## src/rtl/cache_axi_pkg.sv

```systemverilog
// Shared types and helpers for the cache-to-AXI bridge.
// Arbitration mode is selected by CACHE_AXI_RR_ARB_EN (see cache_axi_arb).
package cache_axi_pkg;

    typedef enum logic [2:0] {
        ST_IDLE    = 3'd0,
        ST_RD_ADDR = 3'd1,
        ST_RD_DATA = 3'd2,
        ST_WR      = 3'd3,
        ST_WR_RESP = 3'd4
    } state_t;

    localparam logic [1:0] AXI_BURST_INCR = 2'b01;

    // Owner encoding doubles as the bit index into the arbiter grant vector.
    localparam logic OWNER_INST = 1'b0;
    localparam logic OWNER_DATA = 1'b1;
    localparam int   GNT_INST   = 0;
    localparam int   GNT_DATA   = 1;

    // Byte-lane strobe for a single beat on a 32-bit bus.
    function automatic logic [3:0] size_to_strb(input logic [1:0] size,
                                                input logic [1:0] offset);
        logic [3:0] strb;
        case (size)
            2'd0:    strb = 4'b0001 << offset;
            2'd1:    strb = 4'b0011 << offset;
            default: strb = 4'hF;
        endcase
        return strb;
    endfunction

endpackage

```

## src/rtl/cache_axi_arb.sv

```systemverilog
// Two-way request arbiter for the cache miss ports.
// CACHE_AXI_RR_ARB_EN defined: round-robin (reset favours the data side).
// Undefined: fixed priority, data side wins a simultaneous request.
// Grant is one-hot (bit GNT_INST / GNT_DATA) and only issued while idle.
module cache_axi_arb
    import cache_axi_pkg::*;
(
`ifdef CACHE_AXI_RR_ARB_EN
    input  logic       clk,
    input  logic       rst,
`endif
    input  logic       idle,
    input  logic       inst_req,
    input  logic       data_req,
    output logic [1:0] grant
);

    logic prio_data;

`ifdef CACHE_AXI_RR_ARB_EN
    logic prio_data_q;

    // Hand priority to the side that was not just granted.
    always_ff @(posedge clk or posedge rst) begin
        if (rst) begin
            prio_data_q <= 1'b1;
        end else if (grant[GNT_INST]) begin
            prio_data_q <= 1'b1;
        end else if (grant[GNT_DATA]) begin
            prio_data_q <= 1'b0;
        end
    end

    assign prio_data = prio_data_q;
`else
    assign prio_data = 1'b1;
`endif

    // One-hot grant; a lone requester always wins, a tie goes to prio_data.
    always_comb begin
        grant           = 2'b00;
        grant[GNT_DATA] = idle & data_req & (~inst_req | prio_data);
        grant[GNT_INST] = idle & inst_req & (~data_req | ~prio_data);
    end

endmodule

```

## src/rtl/cache_axi_bridge.sv

```systemverilog
// Single-outstanding bridge from the instruction/data cache miss ports
// (req/addr_ok/data_ok) to one AXI4 master port. Each request becomes a
// single-beat AXI read or write. Arbitration mode: CACHE_AXI_RR_ARB_EN.
//
// state      | meaning
// -----------+-----------------------------------------------
// ST_IDLE    | waiting for a request; addr_ok issued here only
// ST_RD_ADDR | arvalid held until arready
// ST_RD_DATA | rready held until rvalid; data_ok on that cycle
// ST_WR      | AW and W presented, each drops after its handshake
// ST_WR_RESP | bready held until bvalid; data_data_ok on that cycle
module cache_axi_bridge
    import cache_axi_pkg::*;
#(
    parameter logic [3:0] ID_INST = 4'd0,
    parameter logic [3:0] ID_DATA = 4'd1
) (
    input  logic        clk,
    input  logic        rst,

    input  logic        inst_req,
    input  logic [1:0]  inst_size,
    input  logic [31:0] inst_addr,
    output logic        inst_addr_ok,
    output logic        inst_data_ok,
    output logic [31:0] inst_rdata,

    input  logic        data_req,
    input  logic        data_wr,
    input  logic [1:0]  data_size,
    input  logic [31:0] data_addr,
    input  logic [31:0] data_wdata,
    output logic        data_addr_ok,
    output logic        data_data_ok,
    output logic [31:0] data_rdata,

    output logic [3:0]  arid,
    output logic [31:0] araddr,
    output logic [7:0]  arlen,
    output logic [2:0]  arsize,
    output logic [1:0]  arburst,
    output logic        arvalid,
    input  logic        arready,

    input  logic [3:0]  rid,
    input  logic [31:0] rdata,
    input  logic [1:0]  rresp,
    input  logic        rlast,
    input  logic        rvalid,
    output logic        rready,

    output logic [3:0]  awid,
    output logic [31:0] awaddr,
    output logic [7:0]  awlen,
    output logic [2:0]  awsize,
    output logic [1:0]  awburst,
    output logic        awvalid,
    input  logic        awready,

    output logic [31:0] wdata,
    output logic [3:0]  wstrb,
    output logic        wlast,
    output logic        wvalid,
    input  logic        wready,

    input  logic [3:0]  bid,
    input  logic [1:0]  bresp,
    input  logic        bvalid,
    output logic        bready
);

    state_t      state_q;
    logic        owner_q;
    logic        wr_q;
    logic [1:0]  size_q;
    logic [31:0] addr_q;
    logic [31:0] wdata_q;

    logic        idle;
    logic [1:0]  grant;
    logic        rd_done;
    logic        wr_done;
    logic        aw_done;
    logic        w_done;
    logic [3:0]  axi_id;

    // Responses complete the transaction whatever their status or ID.
    logic        unused_axi_resp;
    assign unused_axi_resp = ^{rid, rresp, rlast, bid, bresp};

    assign idle = (state_q == ST_IDLE);

    cache_axi_arb u_arb (
`ifdef CACHE_AXI_RR_ARB_EN
        .clk      (clk),
        .rst      (rst),
`endif
        .idle     (idle),
        .inst_req (inst_req),
        .data_req (data_req),
        .grant    (grant)
    );

    // A channel counts as done once its handshake has happened or is happening now.
    assign aw_done = ~awvalid | awready;
    assign w_done  = ~wvalid | wready;

    // Main sequencer with registered AXI valid/ready and latched request fields.
    always_ff @(posedge clk or posedge rst) begin
        if (rst) begin
            state_q <= ST_IDLE;
            owner_q <= OWNER_DATA;
            wr_q    <= 1'b0;
            size_q  <= 2'd0;
            addr_q  <= 32'd0;
            wdata_q <= 32'd0;
            arvalid <= 1'b0;
            rready  <= 1'b0;
            awvalid <= 1'b0;
            wvalid  <= 1'b0;
            bready  <= 1'b0;
        end else begin
            case (state_q)
                ST_IDLE: begin
                    if (grant[GNT_DATA]) begin
                        owner_q <= OWNER_DATA;
                        wr_q    <= data_wr;
                        size_q  <= data_size;
                        addr_q  <= data_addr;
                        wdata_q <= data_wdata;
                        if (data_wr) begin
                            awvalid <= 1'b1;
                            wvalid  <= 1'b1;
                            state_q <= ST_WR;
                        end else begin
                            arvalid <= 1'b1;
                            state_q <= ST_RD_ADDR;
                        end
                    end else if (grant[GNT_INST]) begin
                        owner_q <= OWNER_INST;
                        wr_q    <= 1'b0;
                        size_q  <= inst_size;
                        addr_q  <= inst_addr;
                        wdata_q <= 32'd0;
                        arvalid <= 1'b1;
                        state_q <= ST_RD_ADDR;
                    end
                end
                ST_RD_ADDR: begin
                    if (arready) begin
                        arvalid <= 1'b0;
                        rready  <= 1'b1;
                        state_q <= ST_RD_DATA;
                    end
                end
                ST_RD_DATA: begin
                    if (rvalid) begin
                        rready  <= 1'b0;
                        state_q <= ST_IDLE;
                    end
                end
                ST_WR: begin
                    if (awready) begin
                        awvalid <= 1'b0;
                    end
                    if (wready) begin
                        wvalid <= 1'b0;
                    end
                    if (aw_done && w_done) begin
                        bready  <= 1'b1;
                        state_q <= ST_WR_RESP;
                    end
                end
                ST_WR_RESP: begin
                    if (bvalid) begin
                        bready  <= 1'b0;
                        state_q <= ST_IDLE;
                    end
                end
                default: begin
                    arvalid <= 1'b0;
                    rready  <= 1'b0;
                    awvalid <= 1'b0;
                    wvalid  <= 1'b0;
                    bready  <= 1'b0;
                    state_q <= ST_IDLE;
                end
            endcase
        end
    end

    assign inst_addr_ok = grant[GNT_INST];
    assign data_addr_ok = grant[GNT_DATA];

    assign rd_done = (state_q == ST_RD_DATA) & rvalid;
    assign wr_done = (state_q == ST_WR_RESP) & bvalid & wr_q;

    assign inst_data_ok = rd_done & (owner_q == OWNER_INST);
    assign data_data_ok = (rd_done & (owner_q == OWNER_DATA)) | wr_done;

    // Read data only shows on the owner's port during its data_ok cycle.
    assign inst_rdata = inst_data_ok ? rdata : 32'd0;
    assign data_rdata = (rd_done & (owner_q == OWNER_DATA)) ? rdata : 32'd0;

    assign axi_id  = (owner_q == OWNER_DATA) ? ID_DATA : ID_INST;

    assign arid    = axi_id;
    assign araddr  = addr_q;
    assign arlen   = 8'd0;
    assign arsize  = {1'b0, size_q};
    assign arburst = AXI_BURST_INCR;

    assign awid    = axi_id;
    assign awaddr  = addr_q;
    assign awlen   = 8'd0;
    assign awsize  = {1'b0, size_q};
    assign awburst = AXI_BURST_INCR;

    assign wdata   = wdata_q;
    assign wstrb   = size_to_strb(size_q, addr_q[1:0]);
    assign wlast   = 1'b1;

endmodule

```

## config.mk

```make
export PLATFORM = sky130hd
export DESIGN_NAME = cache_axi_bridge
export DESIGN_NICKNAME = d
export VERILOG_FILES = /design/src/rtl/cache_axi_pkg.sv /design/src/rtl/cache_axi_arb.sv /design/src/rtl/cache_axi_bridge.sv
export SDC_FILE = /design/constraint.sdc
export NUM_CORES = 1
export LEC_CHECK = 0
export BUFFER_PORTS_ARGS = -buffer_cell sky130_fd_sc_hd__buf_2
export CORE_AREA = 3 3 138 140
export CTS_CLUSTER_DIAMETER = 50
export DETAILED_ROUTE_END_ITERATION = 8
export DIE_AREA = 0 0 141 143
export SYNTH_ARGS = -nofsm -noshare
export SYNTH_HDL_FRONTEND = slang
export SYNTH_SLANG_ARGS = --single-unit
```

## constraint.sdc

```tcl
create_clock -name clk -period 2.9 [get_ports clk]
set_input_delay 0.29 -clock clk [delete_from_list [all_inputs] [get_ports clk]]
set_output_delay 0.29 -clock clk [all_outputs]
set_load 0.05 [all_outputs]
```

== Yosys cells after proc, flatten, opt, wreduce, memory -nomap -nowiden ==
Cells that the tools add are included.

* Bits in registers: 76
* Bits in latches: 0
* Word-level logic and storage cells: 100
* Memory bits (writable): 0
* Memories kept: 0
* ROM bits: 0

* Divide/modulo/power cells: 0
* Order comparisons: 0
* Add/sub/neg operators: 0
* Multipliers: 0
* Muxes and demuxes: 38
* Shifts and indexed selects: 2
* Reductions and logical operators: 15
* Bitwise logic cells: 19
* Eq/ne operators: 15

{| class="wikitable"
|+ Operators by type and width
! operator !! count
|-
| 2-to-1 mux 32 bit || 6
|-
| 2-to-1 mux 3 bit || 6
|-
| 2-to-1 mux 1 bit || 16
|-
| inequality test 2 bit (second input constant) || 8
|-
| case mux 1 bit (3 select lines) || 5
|-
| case mux 3 bit (5 select lines) || 1
|-
| AND reduction 4 bit || 3
|-
| OR reduction 3 bit || 4
|-
| bitwise AND 1 bit || 8
|-
| NOT 1 bit || 8
|-
| case mux 4 bit (2 select lines) || 1
|-
| equality test 3 x 2 -> 1 bit (second input constant) || 2
|-
| 2-to-1 mux 2 bit || 3
|-
| inequality test 3 bit (second input constant) || 2
|-
| AND reduction 3 bit || 2
|-
| AND reduction 5 bit || 1
|-
| << shifter 1 x 2 -> 4 bit (first input constant) || 1
|-
| << shifter 2 x 2 -> 4 bit (first input constant) || 1
|-
| equality test 3 x 1 -> 1 bit (second input constant) || 1
|-
| equality test 3 bit (second input constant) || 1
|-
| zero test 3 bit || 1
|-
| bitwise OR 1 bit || 3
|-
| equality test 2 x 1 -> 1 bit (second input constant) || 1
|-
| zero test 2 bit || 1
|-
| other kinds (3) || 3
|}

== Logic depth before layout (Yosys ltp) ==
* Depth in word-level cells: 6
* Gate-level depth with buffers: 5
* Gate-level depth less buffers: 3

== Cells and area by module ==
A second synthesis with hierarchy kept.

* Cells, all modules: 389
* Area total of the unflattened synthesis: 4360.4 µm²

{| class="wikitable"
|+ Modules (own cells, without submodules)
! module !! cells an instance !! area each (µm²) !! times used
|-
| cache_axi_bridge || 387 || 4344.2 || 1
|-
| cache_axi_arb || 2 || 16.3 || 1
|}

== Least setup slack after synthesis ==
OpenSTA, ideal clock, no wires.

* Path kind: reg2out
* Start point: register addr_q[0], in the netlist araddr[0]
* End point: output wstrb[2]
* Stages on the path, launching flop included: 3
* Setup slack: 0.715 ns
* Required time: 2.610 ns
* Data arrival time: 1.895 ns
* Cell sequence: dfrtp_1 > nand2_1 > o21ai_0

* Longest elaborated chain between the ends: 2

{| class="wikitable"
|+ Ends and longest elaborated chain
! element !! line !! text
|-
| start, declared || cache_axi_bridge.sv:76 || <nowiki>logic [31:0] addr_q;</nowiki>
|-
| start signal, assigned || cache_axi_bridge.sv:129 || <nowiki>addr_q <= data_addr;</nowiki>
|-
| start signal, assigned || cache_axi_bridge.sv:143 || <nowiki>addr_q <= inst_addr;</nowiki>
|-
| << shifter 2 x 2 -> 4 bit or << shifter 1 x 2 -> 4 bit (tied branches) || cache_axi_pkg.sv:27, cache_axi_pkg.sv:26 ||
|-
| case mux 4 bit (2 select lines) * || cache_axi_pkg.sv:25 || <nowiki>case (size)</nowiki>
|-
| end, declared || cache_axi_bridge.sv:61 || <nowiki>output logic [3:0] wstrb,</nowiki>
|}

Every way passes the cells marked *; elsewhere a longest branch is shown, timed or not.

== Worst setup path in the final report ==
* Start point: register state_q[0]
* End point: output data_rdata[30]

* Longest elaborated chain between the ends: 4

{| class="wikitable"
|+ Ends and longest elaborated chain
! element !! line !! text
|-
| start, declared || cache_axi_bridge.sv:72 || <nowiki>state_t state_q;</nowiki>
|-
| start signal, assigned || cache_axi_bridge.sv:111 || <nowiki>state_q <= ST_IDLE;</nowiki>
|-
| start signal, assigned || cache_axi_bridge.sv:134 || <nowiki>state_q <= ST_WR;</nowiki>
|-
| start signal, assigned || cache_axi_bridge.sv:137 || <nowiki>state_q <= ST_RD_ADDR;</nowiki>
|-
| equality test 3 x 2 -> 1 bit || cache_axi_bridge.sv:195 || <nowiki>assign rd_done = (state_q == ST_RD_DATA) & rvalid;</nowiki>
|-
| bitwise AND 1 bit || cache_axi_bridge.sv:195 ||
|-
| bitwise AND 1 bit || cache_axi_bridge.sv:203 || <nowiki>assign data_rdata = (rd_done & (owner_q == OWNER_DATA)) ? rdata : 32'd0;</nowiki>
|-
| 2-to-1 mux 32 bit || cache_axi_bridge.sv:203 ||
|-
| end, declared || cache_axi_bridge.sv:35 || <nowiki>output logic [31:0] data_rdata,</nowiki>
|}

Every way passes these cells.

==> results.md <==
- Top-area cell type share of the netlist area: 0.432
- Synth Register Bits: 76
- Die height: 143 um
- Final Skew: 0.00569 ns
- First-pass GRT wire length: 20600 um
- Adder-Cell Fraction of Synth Area: 0
- Power per cell area: 1400 nW/um2
- Initial Util: 0.242
- Filler cells: 1895
- Cell taking the most area after synthesis: dfrtp_1
- Critical Path RT: 2.61 ns
- Setup TNS: 0 ns
- Dpl hpwl: 10700 um
- Fin crit share: 0.837
- Via-per-instance ratio: 4.15
- Outcome: completed
- Mux cell area share after synthesis: 0
- Hold Slack: 0.00371 ns
- Clk slew on worst S/H paths: 0.06 ns
- Sink Count: 76
- Row cnt: 49
- WL per Instance: 15.5 um
- HP Class: input port to async pin
- WP depth: 5
- Post-CTS Setup Bufs: 0
- Mapped cell area: 4350 um2
- Critical path buffers and inverters: 2
- Clk buf depth: 2
- # hold bufs at CTS: 0
- Compound-gate portion of the synthesized area: 0.198
- RSZ-0062 raised after global routing: no
- Crit-path max FO: 32
- Slew margin rel.: 0.526
- Largest net degree at the start of global routing: 45
- Post-synthesis xor/xnor area fraction: 0
- Post-DRT Antenna Nets: 0
- Largest family of logic cells by synthesized area: compound AO/OA/AOI/OAI gates
- Slowest-stage cell, CP: dfrtp_1
- Final hold vios: 0
- Layout cells sized above 1: 0.535
- Sequence of cells on the critical path: nand2b_2 > nor3_4 > buf_4 > and2_1 > buf_2
- Port buffer count: 320
- Worst IR Drop VDD: 801 uV
- Routed wire length: 13900 um
- DR pass1 iterations: 4
- Final instance count without filler cells: 900
- FF-to-FF path depth: 4
- Synth Area in Simple Gates: 0.184
- Clk root buf: clkbuf_16
- Top FF cell, synth: dfrtp_1
- Nets: 821
- Finished layout cell area: 5950 um2
- DP Area: 5680 um2
- Yosys warning total: 0
- Cell variety after synth: 39
- Max Clk Rate: 0.412 GHz
- Total track usage: 0.131
- CTS H-Tree Depth: 3
- CP delay by family, top: simple AND/OR/NAND/NOR gates
- Overall power: 8.30 mW
- Post-synthesis cell count: 392
- Gr ovfl total: 0
- Fin. max-slew vios: 0
- Number of flops mapped to enable cells by yosys: 0
- Maxcap violations: 0
- Ant. Diodes: 0
- Initial antenna violation count: 1
- DP Cell Count: 884
- Num CTS Buffers: 9
- Via count: 3734
- Number of I/O pins: 363
- DIE WIDTH: 141 um
- Final setup viols: 0
- P_leak: 3.15 nW
- CP Launch Type: flip-flop
- Starting DRT DRC Count: 148
- Multi-input logic area: 1770 um2
- Vias in the first global route: 3667
- Sequential Area: 1900 um2
- Seq/Total Area, Yosys: 0.438
- Worst Path Arrival: 2.14 ns
- DRC viols: 0
- Area contributors post-synth: dfrtp_1, buf_4, and2_1
- Syn avg cell area: 11.1 um2
- CP peak stage delay: 0.56 ns
- Area grow syn2layout: 36.8%
- Worst Path Class, Setup: flip-flop to output port
- Tmin final: 2.43 ns
- Post-CTS sizing: 0
- Worst skew pair latency: 0.34 ns
- Tightest Pin Transition: 0.708 ns
- Core area: 18000 um2
- Die area: 20200 um2
- CP Capture Type: output port
- Synth async-reset ratio: 1.00
- Routability Congestion: 0.774
- CTS tree: yes
[metal layers]
| layer | wire, um | track usage | up-vias | part of all wire |
|---|---|---|---|---|
| li1 | - | - | 1827 | - |
| met1 | 5820 | 0.164 | 1727 | 0.42 |
| met2 | 6930 | 0.221 | 169 | 0.50 |
| met3 | 1040 | 0.0402 | 9 | 0.075 |
| met4 | 108 | 0.0331 | 2 | 0.0078 |
| met5 | 13 | 0 | - | 0.00093 |
[power breakdown]
| group | leakage, nW | switching (mW) | total [mW] | internal, mW |
|---|---|---|---|---|
| clock network | 0.126 | 0.454 | 1.04 | 0.583 |
| registers | 0.900 | 0.443 | 1.99 | 1.55 |
| logic | 2.12 | 3.96 | 5.27 | 1.30 |
[synthesized netlist by cell type, drive strengths merged, types with 2 or more instances]
cell,number
a41o,3
nor2,2
nand2,6
a311o,2
o21ai,9
nor3,4
nor2b,2
and2,64
o21bai,2
inv,8
o221ai,2
buf,91
a21oi,3
nand3b,2
nand2b,39
conb,2
a22o,32
dfrtp,75
o221a,34
[logic make-up (layout without fill, tap and decap cells)]
kind of cell / Yosys count / after routing
AND/OR/NAND/NOR: 121 / 121
buffers and inverters: 100 / 352
AO/OA/AOI/OAI: 93 / 93
flip-flops: 76 / 76
other: 2 / 29
[stage by stage]
step                       util  worst slack [ns]
after CTS                 0.331             0.442
after global placement    0.316             0.826
after detailed placement  0.316             0.807
after floorplan               -             0.673
final                     0.331             0.471
after global routing      0.331             0.329
[worst register-to-register path, delay by kind of cell (launching register included)]
kind	cells	cell delay (ns)
AOI/OAI and AO/OA	1	0.12
buffers and inverters	1	0.39
DFF	1	0.56
and+or+nand+nor	2	0.85
[cell usage in the layout (no fill, tap or decap), types with 2 or more instances in the layout]
master	count
a21oi_1	3
a22o_1	32
a311o_1	2
a41o_1	2
and2_1	64
buf_12	2
buf_2	320
buf_4	6
clkbuf_1	2
clkbuf_16	9
clkinv_2	2
clkinvlp_4	2
conb_1	29
dfrtp_1	75
inv_1	7
nand2_1	5
nand2b_1	37
nand3b_1	2
nor2_1	2
nor2b_1	2
nor3_4	3
o21ai_0	8
o21bai_1	2
o221a_1	29
o221a_2	5
o221ai_1	2
[cell type report]
| type | instances | area share |
|---|---|---|
| clock buffers | 11 | 0.0391 |
| clock inverters | 5 | 0.00631 |
| inverters | 8 | 0.00526 |
| multi-input cells | 243 | 0.297 |
| flip-flops and latches | 76 | 0.320 |
| well taps | 229 | 0.0482 |
| repair buffers | 328 | 0.284 |
[final timing paths]
check | from | end | slack, ns
max in group asynchronous | rst | araddr[14] | 2.23
hold reg to reg | wr_q | wr_q | 0.50
setup reg to reg | state_q[1] | araddr[4] | 0.86
setup / recovery | state_q[0] | data_rdata[30] | 0.47
hold / removal | rst | wdata[5] | 0.004
min in group clk | data_wdata[17] | wdata[17] | 0.17
[state kept, by name, summed over array words and instances (netlist names)]
register and count:
rready 1, araddr 32, wvalid 1, arvalid 1, bready 1, wr_q 1
wdata 32, size_q 2, owner_q 1, state_q 3, awvalid 1
(Power assumes the default switching activity.)
